[src/rtl/mem_seq_ctrl_pkg.sv]
`default_nettype none
// ============================================================================
//  Package   : datapath_defs
//  Purpose   : Shared definitions for the memory sequencer: FSM state
//              encodings, instruction width and default bus widths.
//  Revision  : 1.0  initial release
// ============================================================================
package datapath_defs;

    localparam int INS_W        = 32;
    localparam int c_ADDR_W_DEF = 64;
    localparam int c_DATA_W_DEF = 64;

    localparam logic [2:0] c_ST_IDLE   = 3'd0;
    localparam logic [2:0] c_ST_FETCH  = 3'd1;
    localparam logic [2:0] c_ST_DECODE = 3'd2;
    localparam logic [2:0] c_ST_MEM    = 3'd3;
    localparam logic [2:0] c_ST_COMMIT = 3'd4;
    localparam logic [2:0] c_ST_ERR    = 3'd5;

    typedef enum logic [2:0] {
        ST_IDLE   = c_ST_IDLE,
        ST_FETCH  = c_ST_FETCH,
        ST_DECODE = c_ST_DECODE,
        ST_MEM    = c_ST_MEM,
        ST_COMMIT = c_ST_COMMIT,
        ST_ERR    = c_ST_ERR
    } state_t;

endpackage
`default_nettype wire

[src/rtl/mem_seq_ctrl_if.sv]
`default_nettype none
// ============================================================================
//  Interface : mem_seq_ctrl_if
//  Purpose   : Unified memory port shared by instruction fetch and data
//              load/store. master = sequencer, slave = memory model.
//  Revision  : 1.0  initial release
// ============================================================================
interface mem_seq_ctrl_if #(
    parameter int ADDR_W = 64,
    parameter int DATA_W = 64
) ();
    logic              m_req;
    logic              m_we;
    logic [ADDR_W-1:0] m_addr;
    logic [DATA_W-1:0] m_wdata;
    logic [DATA_W-1:0] m_rdata;
    logic              m_ready;

    modport master (
        output m_req, m_we, m_addr, m_wdata,
        input  m_rdata, m_ready
    );

    modport slave (
        input  m_req, m_we, m_addr, m_wdata,
        output m_rdata, m_ready
    );
endinterface
`default_nettype wire

[src/rtl/mem_seq_ctrl_watchdog.sv]
`default_nettype none
// ============================================================================
//  Module    : mem_watchdog
//  Purpose   : Counts cycles a memory request waits without m_ready and
//              flags expiry on the wait cycle that brings the count to
//              TIMEOUT_CYCLES. Only built when MEM_TIMEOUT_EN is defined.
//  Revision  : 1.0  initial release
// ============================================================================
module mem_watchdog #(
    parameter int TIMEOUT_CYCLES = 255
) (
    input  wire logic clk,
    input  wire logic rst,      // asynchronous, active-low
    input  wire logic i_clear,
    input  wire logic i_wait,
    output logic      o_expire
);
    localparam int c_CNT_W = (TIMEOUT_CYCLES < 2) ? 1 : $clog2(TIMEOUT_CYCLES + 1);
    localparam logic [c_CNT_W-1:0] c_LIMIT = c_CNT_W'(TIMEOUT_CYCLES - 1);

    logic [c_CNT_W-1:0] r_count;

    // Wait counter: cleared outside request states, bumped on every stalled cycle
    always_ff @(posedge clk or negedge rst) begin
        if (!rst) begin
            r_count <= '0;
        end else if (i_clear) begin
            r_count <= '0;
        end else if (i_wait) begin
            r_count <= r_count + 1'b1;
        end
    end

    assign o_expire = i_wait && (r_count == c_LIMIT);
endmodule
`default_nettype wire

[src/rtl/mem_seq_ctrl.sv]
`default_nettype none
// ============================================================================
//  Module    : mem_seq_ctrl
//  Purpose   : Multi-cycle sequencer sharing one memory port between
//              instruction fetch and data access; pulses commit once per
//              instruction. Optional request timeout: MEM_TIMEOUT_EN.
//  Revision  : 1.0  initial release
// ============================================================================
module mem_seq_ctrl
    import datapath_defs::*;
#(
    parameter int ADDR_W         = c_ADDR_W_DEF,
    parameter int DATA_W         = c_DATA_W_DEF,
    parameter int TIMEOUT_CYCLES = 255
) (
    input  wire logic              clk,
    input  wire logic              rst,      // asynchronous, active-low
    input  wire logic [ADDR_W-1:0] if_addr,
    output logic      [INS_W-1:0]  ins,
    input  wire logic [ADDR_W-1:0] d_addr,
    input  wire logic [DATA_W-1:0] d_wdata,
    input  wire logic              d_read,
    input  wire logic              d_write,
    output logic      [DATA_W-1:0] d_rdata,
    output logic                   commit,
    output logic                   err,
    mem_seq_ctrl_if.master         mem
);
    state_t            r_state;
    state_t            w_state_next;
    logic              w_req;
    logic              w_we;
    logic [ADDR_W-1:0] w_addr;
    logic [DATA_W-1:0] w_wdata;
    logic              w_commit;
    logic              w_expire;

`ifdef MEM_TIMEOUT_EN
    mem_watchdog #(
        .TIMEOUT_CYCLES (TIMEOUT_CYCLES)
    ) u_watchdog (
        .clk      (clk),
        .rst      (rst),
        .i_clear  (~w_req),
        .i_wait   (w_req & ~mem.m_ready),
        .o_expire (w_expire)
    );
    assign err = (r_state == ST_ERR);
`else
    assign w_expire = 1'b0;
    assign err      = 1'b0;
`endif

    // State register; reset drops any in-flight request immediately
    always_ff @(posedge clk or negedge rst) begin
        if (!rst) begin
            r_state <= ST_IDLE;
        end else begin
            r_state <= w_state_next;
        end
    end

    // Next state and request decode; request fields depend only on state and datapath inputs
    always_comb begin
        w_state_next = r_state;
        w_req        = 1'b0;
        w_we         = 1'b0;
        w_addr       = '0;
        w_wdata      = '0;
        w_commit     = 1'b0;
        case (r_state)
            ST_IDLE: begin
                w_state_next = ST_FETCH;
            end
            ST_FETCH: begin
                w_req  = 1'b1;
                w_addr = if_addr;
                if (mem.m_ready) begin
                    w_state_next = ST_DECODE;
                end else if (w_expire) begin
                    w_state_next = ST_ERR;
                end
            end
            ST_DECODE: begin
                w_state_next = (d_read || d_write) ? ST_MEM : ST_COMMIT;
            end
            ST_MEM: begin
                w_req   = 1'b1;
                w_we    = d_write;
                w_addr  = d_addr;
                w_wdata = d_wdata;
                if (mem.m_ready) begin
                    w_state_next = ST_COMMIT;
                end else if (w_expire) begin
                    w_state_next = ST_ERR;
                end
            end
            ST_COMMIT: begin
                w_commit     = 1'b1;
                w_state_next = ST_FETCH;
            end
            ST_ERR: begin
                w_state_next = ST_ERR;
            end
            default: begin
                w_state_next = ST_IDLE;
            end
        endcase
    end

    // Capture registers: instruction on fetch completion, load data on read-only completion
    always_ff @(posedge clk or negedge rst) begin
        if (!rst) begin
            ins     <= '0;
            d_rdata <= '0;
        end else begin
            if (r_state == ST_FETCH && mem.m_ready) begin
                ins <= mem.m_rdata[INS_W-1:0];
            end
            if (r_state == ST_MEM && mem.m_ready && d_read && !d_write) begin
                d_rdata <= mem.m_rdata;
            end
        end
    end

    assign mem.m_req   = w_req;
    assign mem.m_we    = w_we;
    assign mem.m_addr  = w_addr;
    assign mem.m_wdata = w_wdata;
    assign commit      = w_commit;
endmodule
`default_nettype wire

[src/flat_wrapper.sv]
// flat-port wrapper written by rule: the top's interface ports become plain ports
module mem_seq_ctrl_flat import datapath_defs::*;
#(
    parameter int ADDR_W         = c_ADDR_W_DEF,
    parameter int DATA_W         = c_DATA_W_DEF,
    parameter int TIMEOUT_CYCLES = 255
)
  (clk, rst, if_addr, ins, d_addr, d_wdata, d_read, d_write, d_rdata, commit, err, mem_m_req, mem_m_we, mem_m_addr, mem_m_wdata, mem_m_rdata, mem_m_ready);
  mem_seq_ctrl_if #(.ADDR_W(ADDR_W), .DATA_W(DATA_W)) mem_i ();
  input  wire logic clk;
  input  wire logic rst;
  input  wire logic [ADDR_W-1:0] if_addr;
  output logic      [INS_W-1:0] ins;
  input  wire logic [ADDR_W-1:0] d_addr;
  input  wire logic [DATA_W-1:0] d_wdata;
  input  wire logic d_read;
  input  wire logic d_write;
  output logic      [DATA_W-1:0] d_rdata;
  output logic commit;
  output logic err;
  output wire logic [$bits(mem_i.m_req)-1:0] mem_m_req;
  output wire logic [$bits(mem_i.m_we)-1:0] mem_m_we;
  output wire logic [$bits(mem_i.m_addr)-1:0] mem_m_addr;
  output wire logic [$bits(mem_i.m_wdata)-1:0] mem_m_wdata;
  input wire logic [$bits(mem_i.m_rdata)-1:0] mem_m_rdata;
  input wire logic [$bits(mem_i.m_ready)-1:0] mem_m_ready;
  assign mem_m_req = mem_i.m_req;
  assign mem_m_we = mem_i.m_we;
  assign mem_m_addr = mem_i.m_addr;
  assign mem_m_wdata = mem_i.m_wdata;
  assign mem_i.m_rdata = mem_m_rdata;
  assign mem_i.m_ready = mem_m_ready;
  mem_seq_ctrl #(.ADDR_W(ADDR_W), .DATA_W(DATA_W), .TIMEOUT_CYCLES(TIMEOUT_CYCLES)) u_core (.clk(clk), .rst(rst), .if_addr(if_addr), .ins(ins), .d_addr(d_addr), .d_wdata(d_wdata), .d_read(d_read), .d_write(d_write), .d_rdata(d_rdata), .commit(commit), .err(err), .mem(mem_i));
endmodule
[config.mk]
export PLATFORM = sky130hd
export DESIGN_NAME = mem_seq_ctrl_flat
export DESIGN_NICKNAME = d
export VERILOG_FILES = /design/src/rtl/mem_seq_ctrl_pkg.sv /design/src/rtl/mem_seq_ctrl_if.sv /design/src/rtl/mem_seq_ctrl_watchdog.sv /design/src/rtl/mem_seq_ctrl.sv /design/src/flat_wrapper.sv
export SDC_FILE = /design/constraint.sdc
export NUM_CORES = 1
export LEC_CHECK = 0
export BUFFER_PORTS_ARGS = -buffer_cell sky130_fd_sc_hd__buf_2
export CAP_MARGIN = 30
export CORE_AREA = 5 5 189 191
export CTS_CLUSTER_DIAMETER = 40
export CTS_CLUSTER_SIZE = 10
export DETAILED_ROUTE_END_ITERATION = 6
export DIE_AREA = 0 0 194 196
export PLACE_DENSITY = 0.47
export SYNTH_ARGS = -nofsm -noshare
export SYNTH_HDL_FRONTEND = slang
export SYNTH_HIERARCHICAL = 1
export SYNTH_SLANG_ARGS = --single-unit
export TNS_END_PERCENT = 30
[constraint.sdc]
create_clock -name clk -period 3.13 [get_ports clk]
set_input_delay 0.626 -clock clk [delete_from_list [all_inputs] [get_ports clk]]
set_output_delay 0.626 -clock clk [all_outputs]
set_load 0.005 [all_outputs]
* Word level (Yosys, flattened, before mapping) *
Cells that the tools add are included.

word-level totals
  flip-flop bits (word level) = 99
  input port bits = 261
  output and inout port bits = 228
  word-level logic and storage cells = 29

operators by class
  equal/unequal tests = 7
  mux-type cells = 9
  reductions and logical operators = 10

operators with widths
  cell                                            count
  one-hot mux 64 bit (2 select lines)             1
  two-way mux 64 bit                              1
  one-hot mux 3 bit (5 select lines)              1
  two-way mux 3 bit                               3
  == test 3 x 2 -> 1 bit (second input constant)  2
  == test 3 bit (second input constant)           2
  logical AND 1 bit                               4
  inequality test 2 bit (second input constant)   2
  OR reduction 2 bit                              2
  == test 3 x 1 -> 1 bit (second input constant)  1
  logical NOT 3 bit                               1
  two-way mux 1 bit                               3
  AND reduction 2 bit                             1
  logical NOT 1 bit                               1
  logical OR 1 bit                                1

* Longest topological paths before layout *
  depth after elaboration = 4
  gate-level depth with buffers = 5
  depth with buffers taken out = 3

* Worst setup path after synthesis *
OpenSTA, ideal clock, no wires.

  path type = register to output
  start = register u_core.r_state[2]
  end = output port mem_m_wdata[55]
  data arrival time = 1362 ps
  required time = 2504 ps
  slack = 1142 ps
  cell stages (with the launch flop) = 6
  buffers on the path = 2
  cell sequence = dfrtp_1 > nand2b_2 > inv_1 > clkbuf_1 > clkbuf_1 > and3_1

between the ends
  word-level cells in the longest chain between the ends = 2

ends and longest elaborated chain
  element                 RTL line            source
  start, declared         mem_seq_ctrl.sv:29  state_t r_state;
  start signal, assigned  mem_seq_ctrl.sv:59  r_state <= w_state_next;
  == test 3 x 2 -> 1 bit  mem_seq_ctrl.sv:71  case (r_state)
  two-way mux 64 bit      mem_seq_ctrl.sv:71
  end, declared           flat_wrapper.sv:24  output wire logic [$bits(mem_i.m_wdata)-1:0] mem_m_wdata;

Every way passes these cells.

* Worst setup path in the final report *
  start = register u_core.r_state[1]
  end = output port mem_m_addr[21]

between the ends
  word-level cells in the longest chain between the ends = 2
  elaborated cells between the ends (all ways) = 3
  classes of those cells = 2 x eq/ne; 1 x mux

ends and longest elaborated chain
  element                                                                  RTL line            source
  == test 3 x 2 -> 1 bit / == test 3 x 1 -> 1 bit (equally long branches)  mem_seq_ctrl.sv:71
  one-hot mux 64 bit (2 select lines) *                                    mem_seq_ctrl.sv:71
  end, declared                                                            flat_wrapper.sv:23  output wire logic [$bits(mem_i.m_addr)-1:0] mem_m_addr;

Every way passes the cells marked *; elsewhere a longest branch is shown, timed or not.

==> key figures <==
Yosys
  – Cell count after synthesis: around 440
  – YS warnings: 6
  – Syn_area_per_cell: ~12 sq um
  – Synth cell types: 22
  – Mapped Nets: 705
  – Synth Area in XOR/XNOR: 0
  – Netlist Area Pre-Place: around 0.0052 sq mm
  – Synth Register Bits: 99
  – Main combinational cell family by area after synthesis: multiplexers
  – Simple-gate share of the synthesized area: 0.137
  – Mux cell area share after synthesis: 0.334
  – Compound-Gate Fraction of Synth Area: 0.00631
  – Post-Synth Adder-Cell Area: 0
  – Seq/Total Area, Yosys: 0.481

CTS
  – # resized after CTS: 0
  – H-tree levels: 3
  – CTS Buf Count: 9
  – CTS tree: built
  – Worst skew pair latency: roughly 350 ps
  – CTS Hold Buffers Added: 0
  – Clock Tree Buf Depth: 2
  – Clk sinks: slightly below 100
  – CTS root buf: clkbuf_16
  – CTS clk-pin slew, worst paths: 70 ps
  – Postcts setup bufs: 0

GRT
  – Vias in the first global route: roughly 5,600
  – Largest net degree at the start of global routing: 67
  – Global-route usage over all layers: 0.137
  – First-pass GRT wire length: 39,200 microns
  – Total grt overflow: 0
  – Initial antenna violation count: 7

Setup path
  – CP Buf/Inv Count: 2
  – Crit. End Element: output port
  – Critical Path, Cell by Cell: buf_12, mux2i_1, nor2_1, buf_2
  – Crit path largest cell delay: 780 ps
  – CP required: 2500 ps
  – Critical path class: reg2out
  – Critical Path AT: between 2000 and 2500 ps
  – Crit-path slowest cell: dfrtp_4
  – CP delay by family, top: flip-flops
  – CP Launch Type: register
  – Crit Path Max Fanout: 48

Final layout
  – Final core occ: 0.247
  – FILL cells: around 3,700
  – Area grow syn2layout: 62.6%
  – Nets: ~1,200
  – Register area: roughly 0.0025 sq mm
  – Proportion of layout cells with a drive suffix above 1: 0.664
  – Multi-input gate area: 0.00247 sq mm

Floorplan
  – Rows: around 70
  – Die W: ~190 microns
  – Die H: just under 200 microns
  – Core area: approximately 0.034 sq mm
  – Die Footprint: 0.0380 sq mm
  – Initial core utilization: 0.152
  – I/O pin count: between 400 and 500

Drt
  – WL/cell: 20.0 microns
  – Initial DRC Count: between 100 and 150
  – Via count: approximately 5,400
  – Post-route antenna net violation count: 0
  – DRC errors left: 0
  – 1st-pass router iterations: 4
  – Vias/cell: ~3.9
  – Wirelength, routed: about 27,000 microns

Power and ir drop
  – Combinational share of power: 0.539
  – Net Sw Power: roughly 0.0029 W
  – Worst vdd ir: 0.420 mV
  – Clock power share: 0.150
  – Power Density: ~870 mW/mm^2
  – Sequential share of power: 0.310
  – Cell-internal power: between 0.004 and 0.005 W
  – Switching Fraction: 0.396
  – Lkg Pwr: between 4 and 5 nW

Place
  – GPL Wtd Cong: 0.976
  – Port Buf Inserts: about 490
  – Placed wire-length estimate: 22,800 microns

Flow run
  – Maxcap violations: 0

STA
  – Worst slew pin tran: approximately 750 ps
  – RSZ-0062 raised after global routing: false
  – Layout Skew: about 6.6 ps
  – Slew Limit Fails: 0
  – # setup viols final: 0
  – Final hold violations: 0
  – Final min period: approximately 2800 ps
  – Final setup TNS: 0 ps
  – Worst rel slew slack: 0.497
  – Period utilization: 0.884
  – FMAX: roughly 360 MHz

Outcome
  – Run status: finished clean

Min path
  – Hold Path Class: in2async
-- placed cells by master (no fill, tap or decap), drive strengths merged, types with 2 or more instances in the layout --
master  count
clkbuf     11
and3       65
buf       496
mux2i      64
dfrtp      99
nand2       3
inv         5
nor3        3
mux2       96
nor2       64
a21oi       2
-- cell usage after synthesis (all sizes together) --
| master | instances | area, sq um |
|---|---|---|
| o21a | 1 | 7.51 |
| a31o | 1 | 8.76 |
| buf | 18 | 121 |
| nand2 | 3 | 11.3 |
| and3 | 65 | 407 |
| clkbuf | 21 | 78.8 |
| dfrtp | 99 | 2480 |
| nor4 | 1 | 21.3 |
| nor2 | 64 | 240 |
| a21oi | 2 | 10.0 |
| nor3 | 3 | 20.0 |
| mux2i | 64 | 641 |
| conb | 1 | 3.75 |
| nand2b | 1 | 8.76 |
| mux2 | 96 | 1080 |
| o22ai | 1 | 6.26 |
| inv | 3 | 11.3 |
-- power groups by stage --
stage               logic [W]  clock network, W  registers [W]
floorplan             0.00192                 0        0.00224
global placement      0.00402                 0        0.00225
detailed placement    0.00403                 0        0.00228
CTS                   0.00405           0.00115        0.00227
global route          0.00430           0.00120        0.00235
finish                0.00393           0.00109        0.00226
-- registers in the layout, summed over array words and instances, names as in the netlist --
register	cells
u_core/ins	32
u_core/r_state	3
u_core/d_rdata	64
-- worst reg2reg max path, delay by kind of cell, from the launching register on --
family	cells	cell delay (ps)
buf+inv	2	650
flops	1	400
mux	1	510
simple gates	2	590
-- metal layers --
metal / vias to the layer above / GRT usage / routed length [microns]
met5: - / 0 / 88
met4: 12 / 0.0492 / 767
met3: 44 / 0.0534 / 2370
met2: 274 / 0.225 / 13200
met1: 2558 / 0.162 / 11000
li1: 2488 / - / -
-- area by class of cell --
type | instances | share of cell area
multi-input cells | 303 | 0.295
repair buffers | 496 | 0.305
diodes | 1 | 0.000299
clock buffers | 11 | 0.0302
clock inverters | 4 | 0.00403
inverters | 3 | 0.00134
well taps | 455 | 0.0679
flip-flops and latches | 99 | 0.296
-- kinds of logic after synthesis --
logic type	Yosys count
other cells	1
buf+inv	42
simple gates	137
flops	99
mux	160
compound gates	5
-- path summary, 6_finish.rpt --
check                                    from  depth (start not counted)  slack, ps                  to
setup / recovery            u_core/r_state[1]                          4        360      mem_m_addr[21]
hold / removal                            rst                          1        220  u_core/d_rdata[48]
setup reg to reg            u_core/r_state[2]                          5        850  u_core/d_rdata[22]
hold reg to reg            u_core/d_rdata[10]                          1        490  u_core/d_rdata[10]
max in group asynchronous                 rst                          2       2200      u_core/ins[14]
min in group clk                  mem_m_ready                          2        470   u_core/r_state[0]
-- metrics by stage --
stage | instance area, sq um | total power (W) | cells | setup WS [ps] | hold WS, ps
after global placement | 8090 | 0.00628 | 1356 | 772 | 465
after detailed placement | 8090 | 0.00632 | 1356 | 764 | 480
final | 8380 | 0.00728 | 1372 | 364 | 221
after global routing | 8380 | 0.00785 | 1372 | 246 | 247
after floorplan | 5150 | 0.00417 | 444 | 1140 | 330
after CTS | 8380 | 0.00748 | 1371 | 358 | 230
No activity file was read; power rests on OpenSTA's default activity.
